## src/rtl/button_events.sv

```systemverilog
// Button gesture decoder: turns a debounced button level into press, release,
// click, long-press and auto-repeat pulses, plus a held level.
module button_events #(
    parameter int CLK_PERIOD_NS = 10,
    parameter int LONG_PRESS_MS = 500,
    parameter int REPEAT_MS     = 100
) (
    input  logic       clk,
    input  logic       rst,
    input  logic       clean_in,
    output logic       press,
    // "release" and "repeat" are reserved words, hence the _pulse suffix
    output logic       release_pulse,
    output logic       click,
    output logic       long_press,
    output logic       repeat_pulse,
    output logic       held,
    output logic [1:0] dbg_state
);

    localparam longint LONG_RAW   = (longint'(LONG_PRESS_MS) * 64'sd1000000) / longint'(CLK_PERIOD_NS);
    localparam longint REPEAT_RAW = (longint'(REPEAT_MS) * 64'sd1000000) / longint'(CLK_PERIOD_NS);
    localparam int LONG_CYCLES    = (LONG_RAW < 1) ? 1 : int'(LONG_RAW);
    localparam int REPEAT_CYCLES  = (REPEAT_RAW < 1) ? 1 : int'(REPEAT_RAW);
    localparam int MAX_CYCLES     = (LONG_CYCLES > REPEAT_CYCLES) ? LONG_CYCLES : REPEAT_CYCLES;
    localparam int CNT_W          = $clog2(MAX_CYCLES + 1);

    localparam logic [CNT_W-1:0] LONG_LAST   = CNT_W'(LONG_CYCLES - 1);
    localparam logic [CNT_W-1:0] REPEAT_LAST = CNT_W'(REPEAT_CYCLES - 1);
    localparam logic [CNT_W-1:0] CNT_ONE     = CNT_W'(1);

    localparam logic [1:0] ST_IDLE    = 2'd0;
    localparam logic [1:0] ST_PRESSED = 2'd1;
    localparam logic [1:0] ST_LONG    = 2'd2;

    logic [1:0]       state_q, state_d;
    logic [CNT_W-1:0] cnt_q, cnt_d;
    logic             last_in_q;
    logic             press_q, press_d;
    logic             release_q, release_d;
    logic             click_q, click_d;
    logic             long_q, long_d;
    logic             repeat_q, repeat_d;
    logic             held_q, held_d;

    always_comb begin
        state_d   = state_q;
        cnt_d     = cnt_q;
        press_d   = 1'b0;
        release_d = 1'b0;
        click_d   = 1'b0;
        long_d    = 1'b0;
        repeat_d  = 1'b0;

        case (state_q)
            ST_IDLE: begin
                // Only a sampled 0->1 edge starts a press; a level held through reset does not.
                if (clean_in && !last_in_q) begin
                    state_d = ST_PRESSED;
                    cnt_d   = '0;
                    press_d = 1'b1;
                end
            end
            ST_PRESSED: begin
                if (!clean_in) begin
                    state_d   = ST_IDLE;
                    cnt_d     = '0;
                    release_d = 1'b1;
                    click_d   = 1'b1;
                end else if (cnt_q == LONG_LAST) begin
                    state_d = ST_LONG;
                    cnt_d   = '0;
                    long_d  = 1'b1;
                end else begin
                    cnt_d = cnt_q + CNT_ONE;
                end
            end
            ST_LONG: begin
                if (!clean_in) begin
                    state_d   = ST_IDLE;
                    cnt_d     = '0;
                    release_d = 1'b1;
                end else if (cnt_q == REPEAT_LAST) begin
                    cnt_d    = '0;
                    repeat_d = 1'b1;
                end else begin
                    cnt_d = cnt_q + CNT_ONE;
                end
            end
            default: begin
                state_d = ST_IDLE;
                cnt_d   = '0;
            end
        endcase

        held_d = (state_d == ST_PRESSED) || (state_d == ST_LONG);
    end

    // last_in keeps tracking the input even during reset.
    always_ff @(posedge clk) begin
        last_in_q <= clean_in;
        if (rst) begin
            state_q   <= ST_IDLE;
            cnt_q     <= '0;
            press_q   <= 1'b0;
            release_q <= 1'b0;
            click_q   <= 1'b0;
            long_q    <= 1'b0;
            repeat_q  <= 1'b0;
            held_q    <= 1'b0;
        end else begin
            state_q   <= state_d;
            cnt_q     <= cnt_d;
            press_q   <= press_d;
            release_q <= release_d;
            click_q   <= click_d;
            long_q    <= long_d;
            repeat_q  <= repeat_d;
            held_q    <= held_d;
        end
    end

    assign press         = press_q;
    assign release_pulse = release_q;
    assign click         = click_q;
    assign long_press    = long_q;
    assign repeat_pulse  = repeat_q;
    assign held          = held_q;
    assign dbg_state     = state_q;

endmodule

```

## config.mk

```make
export PLATFORM = sky130hd
export DESIGN_NAME = button_events
export DESIGN_NICKNAME = d
export VERILOG_FILES = /design/src/rtl/button_events.sv
export SDC_FILE = /design/constraint.sdc
export NUM_CORES = 1
export LEC_CHECK = 0
export ABC_AREA = 1
export CAP_MARGIN = 10
export CORE_MARGIN = 2
export CORE_UTILIZATION = 35
export CTS_BUF_LIST = sky130_fd_sc_hd__clkbuf_2 sky130_fd_sc_hd__clkbuf_4 sky130_fd_sc_hd__clkbuf_8
export DETAILED_ROUTE_END_ITERATION = 12
export HOLD_SLACK_MARGIN = 0.05
export PLACE_DENSITY = 0.61
export SLEW_MARGIN = 25
export SYNTH_ARGS = -nofsm -noshare
export SYNTH_HDL_FRONTEND = slang
export SYNTH_SLANG_ARGS = --single-unit
export TNS_END_PERCENT = 100
```

## constraint.sdc

```tcl
create_clock -name clk -period 4.3 [get_ports clk]
set_input_delay 1.29 -clock clk [delete_from_list [all_inputs] [get_ports clk]]
set_output_delay 1.29 -clock clk [all_outputs]
set_load 0.01 [all_outputs]
```

## After elaboration in Yosys (flattened, before gate mapping)

Index checks and enable logic that the tools add are counted.

- $mul: 0
- $lt $le $gt $ge: 0
- Bitwise operators: 5
- Shifts and indexed selects: 0
- Div/mod/pow operators: 0
- Add/sub/neg operators: 1
- Mux-type cells: 15
- Eq/ne operators: 7
- Reductions and logical operators: 10

Operators with widths:

| cell | number |
|---|---|
| two-way mux 26 bit | 5 |
| one-hot mux 26 bit (3 select lines) | 1 |
| adder 26 x 1 -> 26 bit (second input constant) | 1 |
| equality test 26 x 24 -> 1 bit (second input constant) | 1 |
| equality test 26 bit (second input constant) | 1 |
| two-way mux 2 bit | 4 |
| OR reduction 2 bit | 4 |
| one-hot mux 2 bit (3 select lines) | 1 |
| OR reduction 3 bit | 2 |
| NOT 1 bit | 5 |
| equality test 2 x 1 -> 1 bit (second input constant) | 2 |
| equality test 2 bit (second input constant) | 2 |
| two-way mux 1 bit | 4 |
| logical NOT 2 bit | 1 |
| != test 2 bit (second input constant) | 1 |
| logical AND 1 bit | 1 |
| logical NOT 1 bit | 1 |
| logical OR 1 bit | 1 |

- Register bits: 35
- Bits in read-only memories: 0
- Bits in writable memories: 0
- Bits of input ports: 3
- Bits in latches: 0
- Memories: 0
- Output and inout bits: 8
- Logic and storage cells: 47

## Logic depth before layout (Yosys ltp)

- Depth in word-level cells: 6
- Mapped depth: 12
- Mapped depth without buffers: 11

## Worst setup path after synthesis

Ideal clock, no wire load.

- Path kind: input port to flip-flop
- Start point: input port clean_in
- End point: register cnt_q[24]
- Path slack: 2068 ps
- Stages: 9
- Required time: 4183 ps
- Data arrival time: 2115 ps
- Buffers on the path: 0
- Library setup time: 117 ps
- Cells stage by stage: inv_1 nor2_1 nor2_1 inv_1 nand3_1 nor3_1 nand2_1 o21ai_0 nor2_1

- Cells in the longest elaborated chain, start to end: 2
- Elaborated cells on any way between the ends: 5
- Those cells by class: eq/ne: 1; mux: 3; reduce/logical: 1

Ends and longest elaborated chain:

| element | RTL line | source |
|---|---|---|
| start, declared | 10 | `input logic clean_in,` |
| two-way mux 26 bit (tied with other cells) | 79 | `if (!clean_in) begin` |
| one-hot mux 26 bit (3 select lines) or != test 2 bit (tied branches) | n/a |  |
| end signal, assigned | 113 | `cnt_q <= cnt_d;` |
| end, declared | 37 | `logic [CNT_W-1:0] cnt_q, cnt_d;` |

Parallel ways exist; a longest one is shown, timed or not.
A chain may end at the register's enable or synchronous reset.

## Final worst setup path

Same ends and word-level chain as after synthesis.

==> flow_metrics.env <==
export IMPL_syn_area_sq_um=2030
export IMPL_vias=1977
export IMPL_p_total_uw=617
export IMPL_viasPerCell=4.94
export IMPL_cp_arrival_ps=3030
export IMPL_p_comb_frac=0.079
export IMPL_tightestPinTransition_ps=420
export IMPL_io_buffer_count=10
export IMPL_path_cells="clkdlybuf4s50_1, inv_1, nor2_1, nor2_1, inv_1, buf_4, nand3_1, nor3_1, nand2_1, o21ai_0, nor2_1"
export IMPL_dieArea_sq_um=6430
export IMPL_clk_pin_slew_ps=70
export IMPL_cp_max_fo=13
export IMPL_yosys_warnings=0
export IMPL_hpwlAfterDp_um=4000
export IMPL_wire_per_inst_um=12.9
export IMPL_ys_ff_latch=35
export IMPL_grt_max_degree=20
export IMPL_finalSetupViolations=0
export IMPL_yosysTopAreaCell="dfxtp_1"
export IMPL_status="finished clean"
export IMPL_dieHeight_um=80.2
export IMPL_hp_class="register to register"
export IMPL_cts_resized=0
export IMPL_ios=11
export IMPL_start_util=0.367
export IMPL_relSlewSlack=0.720
export IMPL_root_buffer="clkbuf_8"
export IMPL_required_ps=4480
export IMPL_antenna_found_initial=0
export IMPL_htreeDepth=2
export IMPL_p_switching_uw=161
export IMPL_clock_skew_ps=5.62
export IMPL_rsz0062_at_grt="no"
export IMPL_fin_crit_ps=2850
export IMPL_drc_errors=0
export IMPL_cts_buffers_inserted=5
export IMPL_clkPwrFrac=0.387
export IMPL_fin_crit_sh=0.662
export IMPL_synth_nets=323
export IMPL_power_frac_seq=0.535
export IMPL_maxCapViolCount=0
export IMPL_yosys_cell_types_count=27
export IMPL_criticalPathCategory="primary input to register"
export IMPL_synth_cells=315
export IMPL_p_per_area_nw_per_um2=269
export IMPL_ant_nets=0
export IMPL_final_common_cell="nand2_1"
export IMPL_finalSetupTns_ps=0
export IMPL_synthTopCellsByArea="dfxtp_1, nand2_1, nor2_1, nand3_1, inv_1"
export IMPL_design_core_area_sq_um=5540
export IMPL_synth_top_area_share=0.345
export IMPL_clk_latency_ps=290
export IMPL_grt_overflow=0
export IMPL_grt_pass1_wl_um=8800
export IMPL_place_gp_congestion=0.861
export IMPL_synth_area_per_cell_sq_um=6.45
export IMPL_die_w_um=80.2
export IMPL_finalHoldViolCount=0
export IMPL_endpoint_kind="register"
export IMPL_power_leakage_nw=0.756
export IMPL_intPower_uw=456
export IMPL_cts_tree="done"
export IMPL_start_kind="primary input"
export IMPL_first_pass_iters=4
export IMPL_grt_util_all_layers=0.176
export IMPL_routed_wl_um=5140
export IMPL_crit_slowest_cell="clkdlybuf4s50_1"
export IMPL_syn_to_final_growth_pct=12.8
export IMPL_slew_violations=0
export IMPL_clockBufferDepth=2
export IMPL_grt_pass1_vias=1857
export IMPL_fp_row_count=27
export IMPL_cp_common_cell="nor2_1"
export IMPL_cp_slowest_stage_delay_ps=550
export IMPL_fill_cells=610
export IMPL_ir_drop_mv=0.111
export IMPL_fmaxAchievable_ghz=0.351
export IMPL_drive_gt1_frac=0.0610
export IMPL_cts_sinks=35
export IMPL_insertedDiodeCount=0
export IMPL_layout_common_cells="nand2_1, nor2_1, dfxtp_1"
export IMPL_post_cts_setup_buffers=0
export IMPL_finalNetCount=335
export IMPL_swShare=0.261
export IMPL_drt_iter0_drc=143
export IMPL_ys_seq_area_frac=0.345
export IMPL_hold_buffers=0
[sequential cells by signal (all words and copies together) (netlist names)]
name	cells
cnt_q	26
dbg_state	2
click	1
held	1
last_in_q	1
long_press	1
press	1
release_pulse	1
repeat_pulse	1
[power groups by stage]
stage          Clock [mW]  Sequential [mW]  Combinational [mW]
2_1_floorplan           0            0.338              0.0307
6_report            0.238            0.330              0.0486
3_3_place_gp            0            0.337              0.0486
4_1_cts             0.248            0.330              0.0484
5_1_grt             0.264            0.330              0.0538
3_5_place_dp            0            0.337              0.0483
[logic make-up (layout without fill, tap and decap cells)]
family          Yosys count  in the layout  share of synthesized area
simple gates            195            195                      0.422
flops                    35             35                      0.345
fa+ha+maj                 5              5                     0.0308
xor+xnor                 11             11                     0.0474
compound gates           28             28                     0.0727
buf+inv                  41             54                     0.0819
[path summary, 6_finish.rpt]
kind | startpoint | endpoint | slack, ps | cells after the start
max | clean_in | cnt_q[24] | 1450 | 11
min | cnt_q[1] | cnt_q[1] | 490 | 2
max reg2reg | cnt_q[1] | cnt_q[19] | 2320 | 10
min reg2reg | cnt_q[1] | cnt_q[1] | 490 | 2
[metal layers]
| layer | wire (um) | up-vias | part of all wire | GRT usage |
|---|---|---|---|---|
| met2 | 2390 | 43 | 0.46 | 0.293 |
| met1 | 2450 | 894 | 0.48 | 0.229 |
| li1 | - | 1035 | - | - |
| met5 | 0 | - | 0 | 0 |
| met4 | 60 | 0 | 0.012 | 0.0576 |
| met3 | 243 | 5 | 0.047 | 0.0337 |
[critical path, delay by kind of cell]
family	cells	cell delay [ps]
compound gates	1	150
buf+inv	4	860
simple gates	6	730
[synth_stat cells (all sizes together)]
library cell,n
xor2,7
nand4,14
nor2,63
dfxtp,35
o21ai,11
o22ai,1
xnor2,4
nand3,25
and2,1
a21oi,14
inv,33
nor3,14
ha,5
nand3b,1
clkbuf,3
nand2,77
o21bai,1
o2111ai,1
buf,5
[cell type report]
class / instances / area [sq um] / area share
flip-flops and latches: 35 / 701 / 0.306
repair buffers: 13 / 123 / 0.0536
well taps: 72 / 90.1 / 0.0393
inverters: 33 / 124 / 0.0541
clock buffers: 5 / 68.8 / 0.0301
multi-input cells: 239 / 1160 / 0.508
clock inverters: 3 / 20.0 / 0.00874
[stage by stage]
stage	std cells	hold WS (ps)	setup WS, ps	instance area, sq um	utilization
finish	400	492	1450	2290	0.413
CTS	400	497	1470	2290	0.413
detailed placement	392	486	1150	2200	0.397
global route	400	526	1320	2290	0.413
global placement	392	482	1240	2200	0.397
floorplan	315	462	2070	2030	-
(Power assumes the default switching activity.)
